<file path="src/rtl/ctrl_pkg.sv">
// Shared RV32I control-decode definitions: opcodes, branch funct3 codes,
// control-field encodings and the packed control bundle.
package ctrl_pkg;

    localparam logic [6:0] OPC_LUI      = 7'b0110111;
    localparam logic [6:0] OPC_AUIPC    = 7'b0010111;
    localparam logic [6:0] OPC_JAL      = 7'b1101111;
    localparam logic [6:0] OPC_JALR     = 7'b1100111;
    localparam logic [6:0] OPC_BRANCH   = 7'b1100011;
    localparam logic [6:0] OPC_LOAD     = 7'b0000011;
    localparam logic [6:0] OPC_STORE    = 7'b0100011;
    localparam logic [6:0] OPC_OP_IMM   = 7'b0010011;
    localparam logic [6:0] OPC_OP       = 7'b0110011;
    localparam logic [6:0] OPC_MISC_MEM = 7'b0001111;
    localparam logic [6:0] OPC_SYSTEM   = 7'b1110011;

    localparam logic [2:0] F3_BEQ  = 3'b000;
    localparam logic [2:0] F3_BNE  = 3'b001;
    localparam logic [2:0] F3_BLT  = 3'b100;
    localparam logic [2:0] F3_BGE  = 3'b101;
    localparam logic [2:0] F3_BLTU = 3'b110;
    localparam logic [2:0] F3_BGEU = 3'b111;

    localparam int BR_BEQ  = 0;
    localparam int BR_BNE  = 1;
    localparam int BR_BLT  = 2;
    localparam int BR_BGE  = 3;
    localparam int BR_BLTU = 4;
    localparam int BR_BGEU = 5;

    // addi x0, x0, 0
    localparam logic [31:0] NOP_INSTR = 32'h0000_0013;

    typedef enum logic [2:0] {
        IMM_I = 3'b000,
        IMM_S = 3'b001,
        IMM_B = 3'b010,
        IMM_J = 3'b011,
        IMM_U = 3'b100
    } imm_src_e;

    typedef enum logic [1:0] {
        RES_ALU = 2'b00,
        RES_MEM = 2'b01,
        RES_PC4 = 2'b10,
        RES_IMM = 2'b11
    } result_src_e;

    typedef enum logic [1:0] {
        ALU_ADD    = 2'b00,
        ALU_BRANCH = 2'b01,
        ALU_FUNCT  = 2'b10
    } alu_op_e;

    typedef struct packed {
        logic        reg_write;
        logic        mem_write;
        logic        mem_read;
        result_src_e result_src;
        logic        alu_src_a;
        logic        alu_src_b;
        imm_src_e    imm_src;
        alu_op_e     alu_op;
        logic [5:0]  branch;
        logic        jump;
        logic        jalr;
    } ctrl_t;

    // Zero for the two reserved funct3 codes; the caller flags those illegal.
    function automatic logic [5:0] branch_onehot(input logic [2:0] funct3);
        logic [5:0] onehot;
        onehot = '0;
        case (funct3)
            F3_BEQ:  onehot[BR_BEQ]  = 1'b1;
            F3_BNE:  onehot[BR_BNE]  = 1'b1;
            F3_BLT:  onehot[BR_BLT]  = 1'b1;
            F3_BGE:  onehot[BR_BGE]  = 1'b1;
            F3_BLTU: onehot[BR_BLTU] = 1'b1;
            F3_BGEU: onehot[BR_BGEU] = 1'b1;
            default: onehot = '0;
        endcase
        return onehot;
    endfunction

endpackage

</file>
<file path="src/rtl/ctrl_decode_comb.sv">
// Pure combinational RV32I instruction -> control bundle decoder with an
// illegal-encoding flag. Side-effect controls are suppressed for illegal words.
module ctrl_decode_comb
    import ctrl_pkg::*;
#(
    parameter bit SUPPORT_SYSTEM = 1'b1
) (
    input  logic [31:0] instr,
    output ctrl_t       ctrl,
    output logic        illegal
);

    logic [6:0] opcode;
    logic [2:0] funct3;
    ctrl_t      raw;
    logic       bad;
    logic       unused_fields;

    assign opcode = instr[6:0];
    assign funct3 = instr[14:12];
    // rd/rs1/rs2/funct7 are consumed downstream, not by the control decode.
    assign unused_fields = ^{instr[31:15], instr[11:7]};

    // NOTE: every always_comb output gets a default before any branch so no
    // path leaves it unassigned; otherwise synthesis infers a latch.
    always_comb begin
        raw = '0;
        bad = 1'b0;
        if (instr[1:0] != 2'b11) begin
            bad = 1'b1;
        end else begin
            case (opcode)
                OPC_LUI: begin
                    raw.reg_write  = 1'b1;
                    raw.result_src = RES_IMM;
                    raw.imm_src    = IMM_U;
                end
                OPC_AUIPC: begin
                    raw.reg_write = 1'b1;
                    raw.alu_src_a = 1'b1;
                    raw.alu_src_b = 1'b1;
                    raw.imm_src   = IMM_U;
                    raw.alu_op    = ALU_ADD;
                end
                OPC_JAL: begin
                    raw.reg_write  = 1'b1;
                    raw.result_src = RES_PC4;
                    raw.imm_src    = IMM_J;
                    raw.jump       = 1'b1;
                end
                OPC_JALR: begin
                    raw.reg_write  = 1'b1;
                    raw.result_src = RES_PC4;
                    raw.alu_src_b  = 1'b1;
                    raw.imm_src    = IMM_I;
                    raw.alu_op     = ALU_ADD;
                    raw.jalr       = 1'b1;
                    bad            = (funct3 != 3'b000);
                end
                OPC_BRANCH: begin
                    raw.imm_src = IMM_B;
                    raw.alu_op  = ALU_BRANCH;
                    raw.branch  = branch_onehot(funct3);
                    bad         = (funct3 == 3'b010) || (funct3 == 3'b011);
                end
                OPC_LOAD: begin
                    raw.reg_write  = 1'b1;
                    raw.mem_read   = 1'b1;
                    raw.result_src = RES_MEM;
                    raw.alu_src_b  = 1'b1;
                    raw.imm_src    = IMM_I;
                    bad = !(funct3 inside {3'b000, 3'b001, 3'b010, 3'b100, 3'b101});
                end
                OPC_STORE: begin
                    raw.mem_write = 1'b1;
                    raw.alu_src_b = 1'b1;
                    raw.imm_src   = IMM_S;
                    bad           = (funct3 > 3'b010);
                end
                OPC_OP_IMM: begin
                    raw.reg_write = 1'b1;
                    raw.alu_src_b = 1'b1;
                    raw.imm_src   = IMM_I;
                    raw.alu_op    = ALU_FUNCT;
                end
                OPC_OP: begin
                    raw.reg_write = 1'b1;
                    raw.alu_op    = ALU_FUNCT;
                end
                OPC_MISC_MEM, OPC_SYSTEM: begin
                    bad = !SUPPORT_SYSTEM;
                end
                default: bad = 1'b1;
            endcase
        end
    end

    // Illegal words still travel down the pipe for the trap logic, but must
    // not write state or redirect fetch.
    always_comb begin
        ctrl    = raw;
        illegal = bad;
        if (bad) begin
            ctrl.reg_write = 1'b0;
            ctrl.mem_write = 1'b0;
            ctrl.mem_read  = 1'b0;
            ctrl.branch    = '0;
            ctrl.jump      = 1'b0;
            ctrl.jalr      = 1'b0;
        end
    end

endmodule

</file>
<file path="src/rtl/ctrl_decode_stage.sv">
// Registered RV32I control-decode stage: decodes the IF/ID instruction and
// holds bundle, PC and instruction in one valid/ready pipeline register.
module ctrl_decode_stage
    import ctrl_pkg::*;
#(
    parameter int XLEN           = 32,
    parameter bit SUPPORT_SYSTEM = 1'b1,
    parameter bit BYPASS         = 1'b0
) (
    input  logic            clk,
    input  logic            rst,
    input  logic            in_valid,
    output logic            in_ready,
    input  logic [31:0]     in_instr,
    input  logic [XLEN-1:0] in_pc,
    input  logic            flush,
    output logic            out_valid,
    input  logic            out_ready,
    output logic [31:0]     out_instr,
    output logic [XLEN-1:0] out_pc,
    output logic            reg_write,
    output logic            mem_write,
    output logic            mem_read,
    output logic [1:0]      result_src,
    output logic            alu_src_a,
    output logic            alu_src_b,
    output logic [2:0]      imm_src,
    output logic [1:0]      alu_op,
    output logic [5:0]      branch,
    output logic            jump,
    output logic            jalr,
    output logic            illegal
);

    ctrl_t dec_ctrl;
    logic  dec_illegal;
    ctrl_t out_ctrl;

    ctrl_decode_comb #(
        .SUPPORT_SYSTEM(SUPPORT_SYSTEM)
    ) u_decode (
        .instr  (in_instr),
        .ctrl   (dec_ctrl),
        .illegal(dec_illegal)
    );

    generate
        if (BYPASS) begin : g_bypass
            logic unused_clocking;
            assign unused_clocking = clk ^ rst;

            assign in_ready  = out_ready;
            assign out_valid = in_valid && !flush;
            assign out_instr = in_instr;
            assign out_pc    = in_pc;
            assign out_ctrl  = out_valid ? dec_ctrl : '0;
            assign illegal   = out_valid && dec_illegal;
        end else begin : g_reg
            logic            valid_q,   valid_d;
            ctrl_t           ctrl_q,    ctrl_d;
            logic            illegal_q, illegal_d;
            logic [31:0]     instr_q,   instr_d;
            logic [XLEN-1:0] pc_q,      pc_d;
            logic            load;

            assign in_ready = !valid_q || out_ready;
            assign load     = in_valid && in_ready;

            // The bundle is rewritten on every transition out of valid so no
            // stale branch bit survives into an empty slot.
            always_comb begin
                valid_d   = valid_q;
                ctrl_d    = ctrl_q;
                illegal_d = illegal_q;
                instr_d   = instr_q;
                pc_d      = pc_q;
                if (flush) begin
                    valid_d   = 1'b0;
                    ctrl_d    = '0;
                    illegal_d = 1'b0;
                end else if (load) begin
                    valid_d   = 1'b1;
                    ctrl_d    = dec_ctrl;
                    illegal_d = dec_illegal;
                    instr_d   = in_instr;
                    pc_d      = in_pc;
                end else if (out_ready) begin
                    valid_d   = 1'b0;
                    ctrl_d    = '0;
                    illegal_d = 1'b0;
                end
            end

            // NOTE: sequential state uses non-blocking assignments so every
            // flop samples its pre-edge value regardless of statement order.
            always_ff @(posedge clk) begin
                if (!rst) begin
                    valid_q   <= 1'b0;
                    ctrl_q    <= '0;
                    illegal_q <= 1'b0;
                    instr_q   <= NOP_INSTR;
                    pc_q      <= '0;
                end else begin
                    valid_q   <= valid_d;
                    ctrl_q    <= ctrl_d;
                    illegal_q <= illegal_d;
                    instr_q   <= instr_d;
                    pc_q      <= pc_d;
                end
            end

            assign out_valid = valid_q;
            assign out_instr = instr_q;
            assign out_pc    = pc_q;
            assign out_ctrl  = ctrl_q;
            assign illegal   = illegal_q;
        end
    endgenerate

    assign reg_write  = out_ctrl.reg_write;
    assign mem_write  = out_ctrl.mem_write;
    assign mem_read   = out_ctrl.mem_read;
    assign result_src = out_ctrl.result_src;
    assign alu_src_a  = out_ctrl.alu_src_a;
    assign alu_src_b  = out_ctrl.alu_src_b;
    assign imm_src    = out_ctrl.imm_src;
    assign alu_op     = out_ctrl.alu_op;
    assign branch     = out_ctrl.branch;
    assign jump       = out_ctrl.jump;
    assign jalr       = out_ctrl.jalr;

endmodule

</file>
<file path="config.mk">
export PLATFORM = sky130hd
export DESIGN_NAME = ctrl_decode_stage
export DESIGN_NICKNAME = d
export VERILOG_FILES = /design/src/rtl/ctrl_pkg.sv /design/src/rtl/ctrl_decode_comb.sv /design/src/rtl/ctrl_decode_stage.sv
export SDC_FILE = /design/constraint.sdc
export NUM_CORES = 1
export LEC_CHECK = 0
export BUFFER_PORTS_ARGS = -buffer_cell sky130_fd_sc_hd__buf_2
export CAP_MARGIN = 20
export CORE_MARGIN = 5
export CORE_UTILIZATION = 46
export DETAILED_ROUTE_END_ITERATION = 10
export GPL_ROUTABILITY_DRIVEN = 0
export PLACE_DENSITY_LB_ADDON = 0.08
export SLEW_MARGIN = 20
export SYNTH_ARGS = -nofsm -noshare
export SYNTH_HDL_FRONTEND = slang
export SYNTH_SLANG_ARGS = --single-unit
</file>
<file path="constraint.sdc">
create_clock -name clk -period 2.9 [get_ports clk]
set_input_delay 0.435 -clock clk [delete_from_list [all_inputs] [get_ports clk]]
set_output_delay 0.435 -clock clk [all_outputs]
set_load 0.02 [all_outputs]
</file>
======== After elaboration in Yosys (flattened, before gate mapping) ========
Cells that the tools add are included.
W data, S select, Z words.
storage, ports and cells
  register bits after elaboration ......... 86
  input port bits ......................... 69
  output and inout bits ................... 87
  word-level logic and storage cells ...... 81
cells by class
  magnitude comparators ................... 1
  eq/ne operators ......................... 19
  multiplexer cells ....................... 27
  bitwise gates (word level) .............. 2
  reduce and logical (&&, ||, !) cells .... 17
operator list
  cell                  count
  $mux W20              3
  $eq A7 B7 Y1 const B  4
  $eq A7 B6 Y1 const B  3
  $mux W1               17
  $eq A7 B5 Y1 const B  2
  $reduce_or A7 Y1      2
  $eq A3 B3 Y1 const B  4
  $pmux W3 S4           1
  $mux W8               1
  $reduce_or A2 Y1      4
  $eq A7 B2 Y1 const B  1
  $eq A7 B4 Y1 const B  1
  $eq A3 B2 Y1 const B  2
  $mux W6               1
  $pmux W2 S3           1
  $pmux W1 S5           1
  $reduce_bool A5 Y1    1
  $reduce_or A5 Y1      1
  $pmux W2 S2           1
  $eq A3 B1 Y1 const B  1
  $gt A3 B2 Y1 const B  1
  $logic_not A3 Y1      1
  $mux W3               1
  $reduce_bool A3 Y1    1
  7 further kinds       10

======== Logic depth before layout (Yosys ltp) ========
  depth in word-level cells ............... 7
  gate-level depth with buffers ........... 7

======== Modules after synthesis ========
A second synthesis with hierarchy kept.
unflattened totals
  cell total of the unflattened synthesis .. 450
  area, all modules ....................... 3947.5 µm²
by module, submodules not included
  module             times used  cells each  area each (µm²)  sequential area each (µm²)
  ctrl_decode_stage  1           386         3557.2           1721.7
  ctrl_decode_comb   1           64          390.4            0.0

======== Worst setup path after synthesis ========
OpenSTA, ideal clock, no wires.
  path kind ............................... in2reg
  start ................................... input port in_instr[2]
  end ..................................... register g_reg.ctrl_q (netlist bit mem_read)
  library setup time ...................... 70 ps
  arrival time ............................ 1721 ps
  data required time ...................... 2830 ps
  slack ................................... 1109 ps
  stages on the path ...................... 4
  path buffers ............................ 0
  path through ............................ or4_4 > nor4_4 > or4b_1 > a21oi_1
on the way
  word-level cells in the longest chain between the ends .. 6
  elaborated cells between the ends (all ways) .. 18
  classes of those cells .................. 11 x eq/ne; 6 x mux; 1 x reduce/logical
RTL lines
  item                                  line                      source
  start, declared                       ctrl_decode_stage.sv:14   input logic [31:0] in_instr,
  $eq A7 B4 Y1 (tied with other cells)  ctrl_decode_comb.sv:32    case (opcode)
  $reduce_or A7 Y1 (no source line)     --
  $pmux W1 S5                           ctrl_decode_comb.sv:32
  $mux W1                               ctrl_decode_comb.sv:29    if (instr[1:0] != 2'b11) begin
  $mux W3 *                             ctrl_decode_comb.sv:103   if (bad) begin
  $mux W20 *                            ctrl_decode_stage.sv:81   end else if (load) begin
  end signal, assigned                  ctrl_decode_stage.sv:105  ctrl_q <= ctrl_d;
  end, declared                         ctrl_decode_stage.sv:60   ctrl_t ctrl_q, ctrl_d;
Mark *: on every way between the ends. The rest lies on a longest branch, timed or not.
A chain may end at the register's enable or synchronous reset.

======== Final worst setup path ========
  start ................................... register g_reg.valid_q (netlist: out_valid)
  end ..................................... output port in_ready
on the way
  word-level cells in the longest chain between the ends .. 2
RTL lines
  item                    line                      source
  start, declared         ctrl_decode_stage.sv:59   logic valid_q, valid_d;
  start signal, assigned  ctrl_decode_stage.sv:104  valid_q <= valid_d;
  $logic_not A1 Y1        ctrl_decode_stage.sv:66   assign in_ready = !valid_q || out_ready;
  $logic_or A1 B1 Y1      ctrl_decode_stage.sv:66
  end, declared           ctrl_decode_stage.sv:13   output logic in_ready,
No other way between the ends.

==> flow_summary.yaml <==
outcome:
  status: "finished clean"
routing:
  first_pass_iters: 4
  remaining_drc_errors: 0
  viasPerCell: 4.94
  routed_wl_um: 9110
  drt_iter0_drc: 106
  wire_per_inst_um: 13.9
  via_count: 3231
  antenna_left: 0
setup_path:
  rrSetupSlack_ns: 0.81
  slowest_stage: "nor2b_1"
  worstReg2RegStart: "out_valid"
  regToRegEndpoint: "out_instr[28]"
  cp_cell_sequence: "nor2b_1 -> inv_1 -> buf_2"
  cp.arrival_ns: 1.65
  rr_worst_depth: 5
  cpPeakStageDelay_ns: 0.54
  critPathKind: "reg -> out"
  crit_required_ns: 2.47
  crit_fanout: 6
  end_kind: "output port"
  critPathLaunchType: "register"
sta:
  max_freq_mhz: 479
  maxSlewViolCount: 0
  rsz0062_at_grt: "no"
  slew_headroom: 0.494
  period_share: 0.720
  setup_viol: 0
  timing.hold.ws_ns: 0.327
  setup-tns-final_ns: 0
  worst_slew_pin_slew_ns: 0.757
  layout_min_cycle_time_ns: 2.09
  fin_skew_ns: 0.00513
  finalHoldViolations: 0
cts:
  clockBufferDepth: 2
  tritoncts: "yes"
  ctsHoldBuffers: 0
  clock_latency_ns: 0.35
  path_clk_slew_ns: 0.09
  h-tree-depth: 3
  cts-root-buf: "clkbuf_8"
  cts_resized: 0
  cts_buffers: 9
  postCtsSetupBuffers: 0
  clkSinkCount: 86
hold_path:
  holdCritPathClass: "in -> reg"
  min-delay-start: "in_pc[18]"
  holdPathEnd: "out_pc[18]"
  worstHoldPathCells: 3
global_routing:
  grt_max_degree: 65
  grt_pass1_wl_um: 14400
  grt_pass1_vias: 3101
  overflow: 0
  grt_use_total: 0.199
  antenna_found_initial: 0
floorplanning:
  initial_utilization: 0.471
  rows: 31
  dieArea_mm2: 0.00925
  die_height_um: 96.2
  pin_count: 156
  die_x_um: 96.2
  core_area_mm2: 0.00725
final_layout:
  antenna_cells: 0
  layout_common_cells: "155 x buf_2, 140 x nand2_1, 86 x dfxtp_1"
  layout_commonest_cell: "buf_2"
  final_nets: 619
  areaGrowthSynthToFinish_pct: 33.4
  layout-drive-gt1-share: 0.332
power:
  p_sw_frac: 0.233
  p_int_uw: 2090
  p_per_area_mw_per_mm2: 597
  combPwrFrac: 0.115
  vdd_drop_max_mv: 0.274
  p_clk_frac: 0.428
  pwr-share-seq: 0.457
  p_switching_uw: 633
  p_leak_uw: 0.00203
placement:
  port_buffers: 155
  dp_hpwl_um: 6460
logic_synthesis:
  syn-cell-area_mm2: 0.00342
  synth_edf_count: 0
  synth_flop_cell: "dfxtp_1"
  yosysSeqAreaShare: 0.504
  postSynthAreaPerCell_um2: 8.40
  syn_inst: 407
  synthArstFlopShare: 0
  synth_warnings: 0
  ys_ff_latch: 86
  syn_nets: 476
  synthDistinctLibCells: 41
flow_run:
  max-cap-violations: 0
## final cells by class
class	instances	area, µm²
Clock inverter	6	158
Fill cell	694	2690
Inverter	7	26.3
Tap cell	99	124
Sequential cell	86	1720
Clock buffer	10	128
Timing Repair Buffer	162	841
Multi-Input combinational cell	284	1560
## power by group through the flow
stage	clock, µW	sequential (µW)	combinational [µW]
CTS	1190	1250	315
global route	1240	1250	346
floorplan	0	1330	126
global placement	0	1270	310
finish	1160	1240	313
detailed placement	0	1270	314
## stage by stage
step	util	setup WS, ns	instance area (µm²)	instances	power (µW)
finish	0.629	0.813	4560	654	2720
floorplan	-	1.11	3420	407	1450
CTS	0.629	0.776	4560	654	2750
global placement	0.589	0.727	4270	638	1580
detailed placement	0.589	0.636	4270	638	1590
global route	0.629	0.583	4560	654	2840
## cells in the mapped netlist (all sizes together) (2+ instances only)
master / instances / share of area
a21boi: 61 / 0.13
a21oi: 19 / 0.028
a22oi: 3 / 0.0066
a32o: 4 / 0.012
a32oi: 3 / 0.0077
and2: 3 / 0.0055
buf: 6 / 0.0070
clkbuf: 24 / 0.027
dfxtp: 86 / 0.50
inv: 7 / 0.0077
nand2: 140 / 0.15
nand2b: 2 / 0.0037
nand3: 5 / 0.0073
nand4: 2 / 0.0037
nand4b: 4 / 0.010
nor2: 7 / 0.0077
nor2b: 5 / 0.0092
nor3: 3 / 0.0073
o21ai: 4 / 0.0059
or4: 2 / 0.0055
## kinds of logic (layout without fill, tap and decap cells)
| logic type | after synthesis | in the layout | synth area share |
|---|---|---|---|
| and+or+nand+nor | 182 | 182 | 0.239 |
| DFF | 86 | 86 | 0.504 |
| buffers and inverters | 37 | 185 | 0.0414 |
| AOI/OAI and AO/OA | 102 | 102 | 0.215 |
## metal layers
| metal | vias up | wire [µm] | GRT usage |
|---|---|---|---|
| met2 | 98 | 4290 | 0.320 |
| met3 | 2 | 781 | 0.0625 |
| met1 | 1483 | 4000 | 0.246 |
| met5 | - | 0 | 0 |
| li1 | 1648 | - | - |
| met4 | 0 | 38 | 0.0818 |
## registers in the layout, summed over array words and instances, names as in the netlist
signal,flops
alu_src_b,1
mem_read,1
result_src,2
reg_write,1
alu_op,2
jalr,1
imm_src,3
out_pc,32
illegal,1
mem_write,1
out_valid,1
alu_src_a,1
out_instr,32
jump,1
branch,6
## critical path, delay by kind of cell (launching register included)
family / cells / cell delay, ns
DFF: 1 / 0.36
and+or+nand+nor: 1 / 0.54
buffers and inverters: 2 / 0.40
## worst max path at each step
stage / start / endpoint
after global routing: out_valid / out_instr[23]
after detailed placement: out_ready / out_pc[7]
final: out_valid / in_ready
after floorplan: in_instr[2] / mem_read
after global placement: out_ready / out_instr[20]
after CTS: out_valid / out_instr[24]
Power figures use the tool's default switching activity.
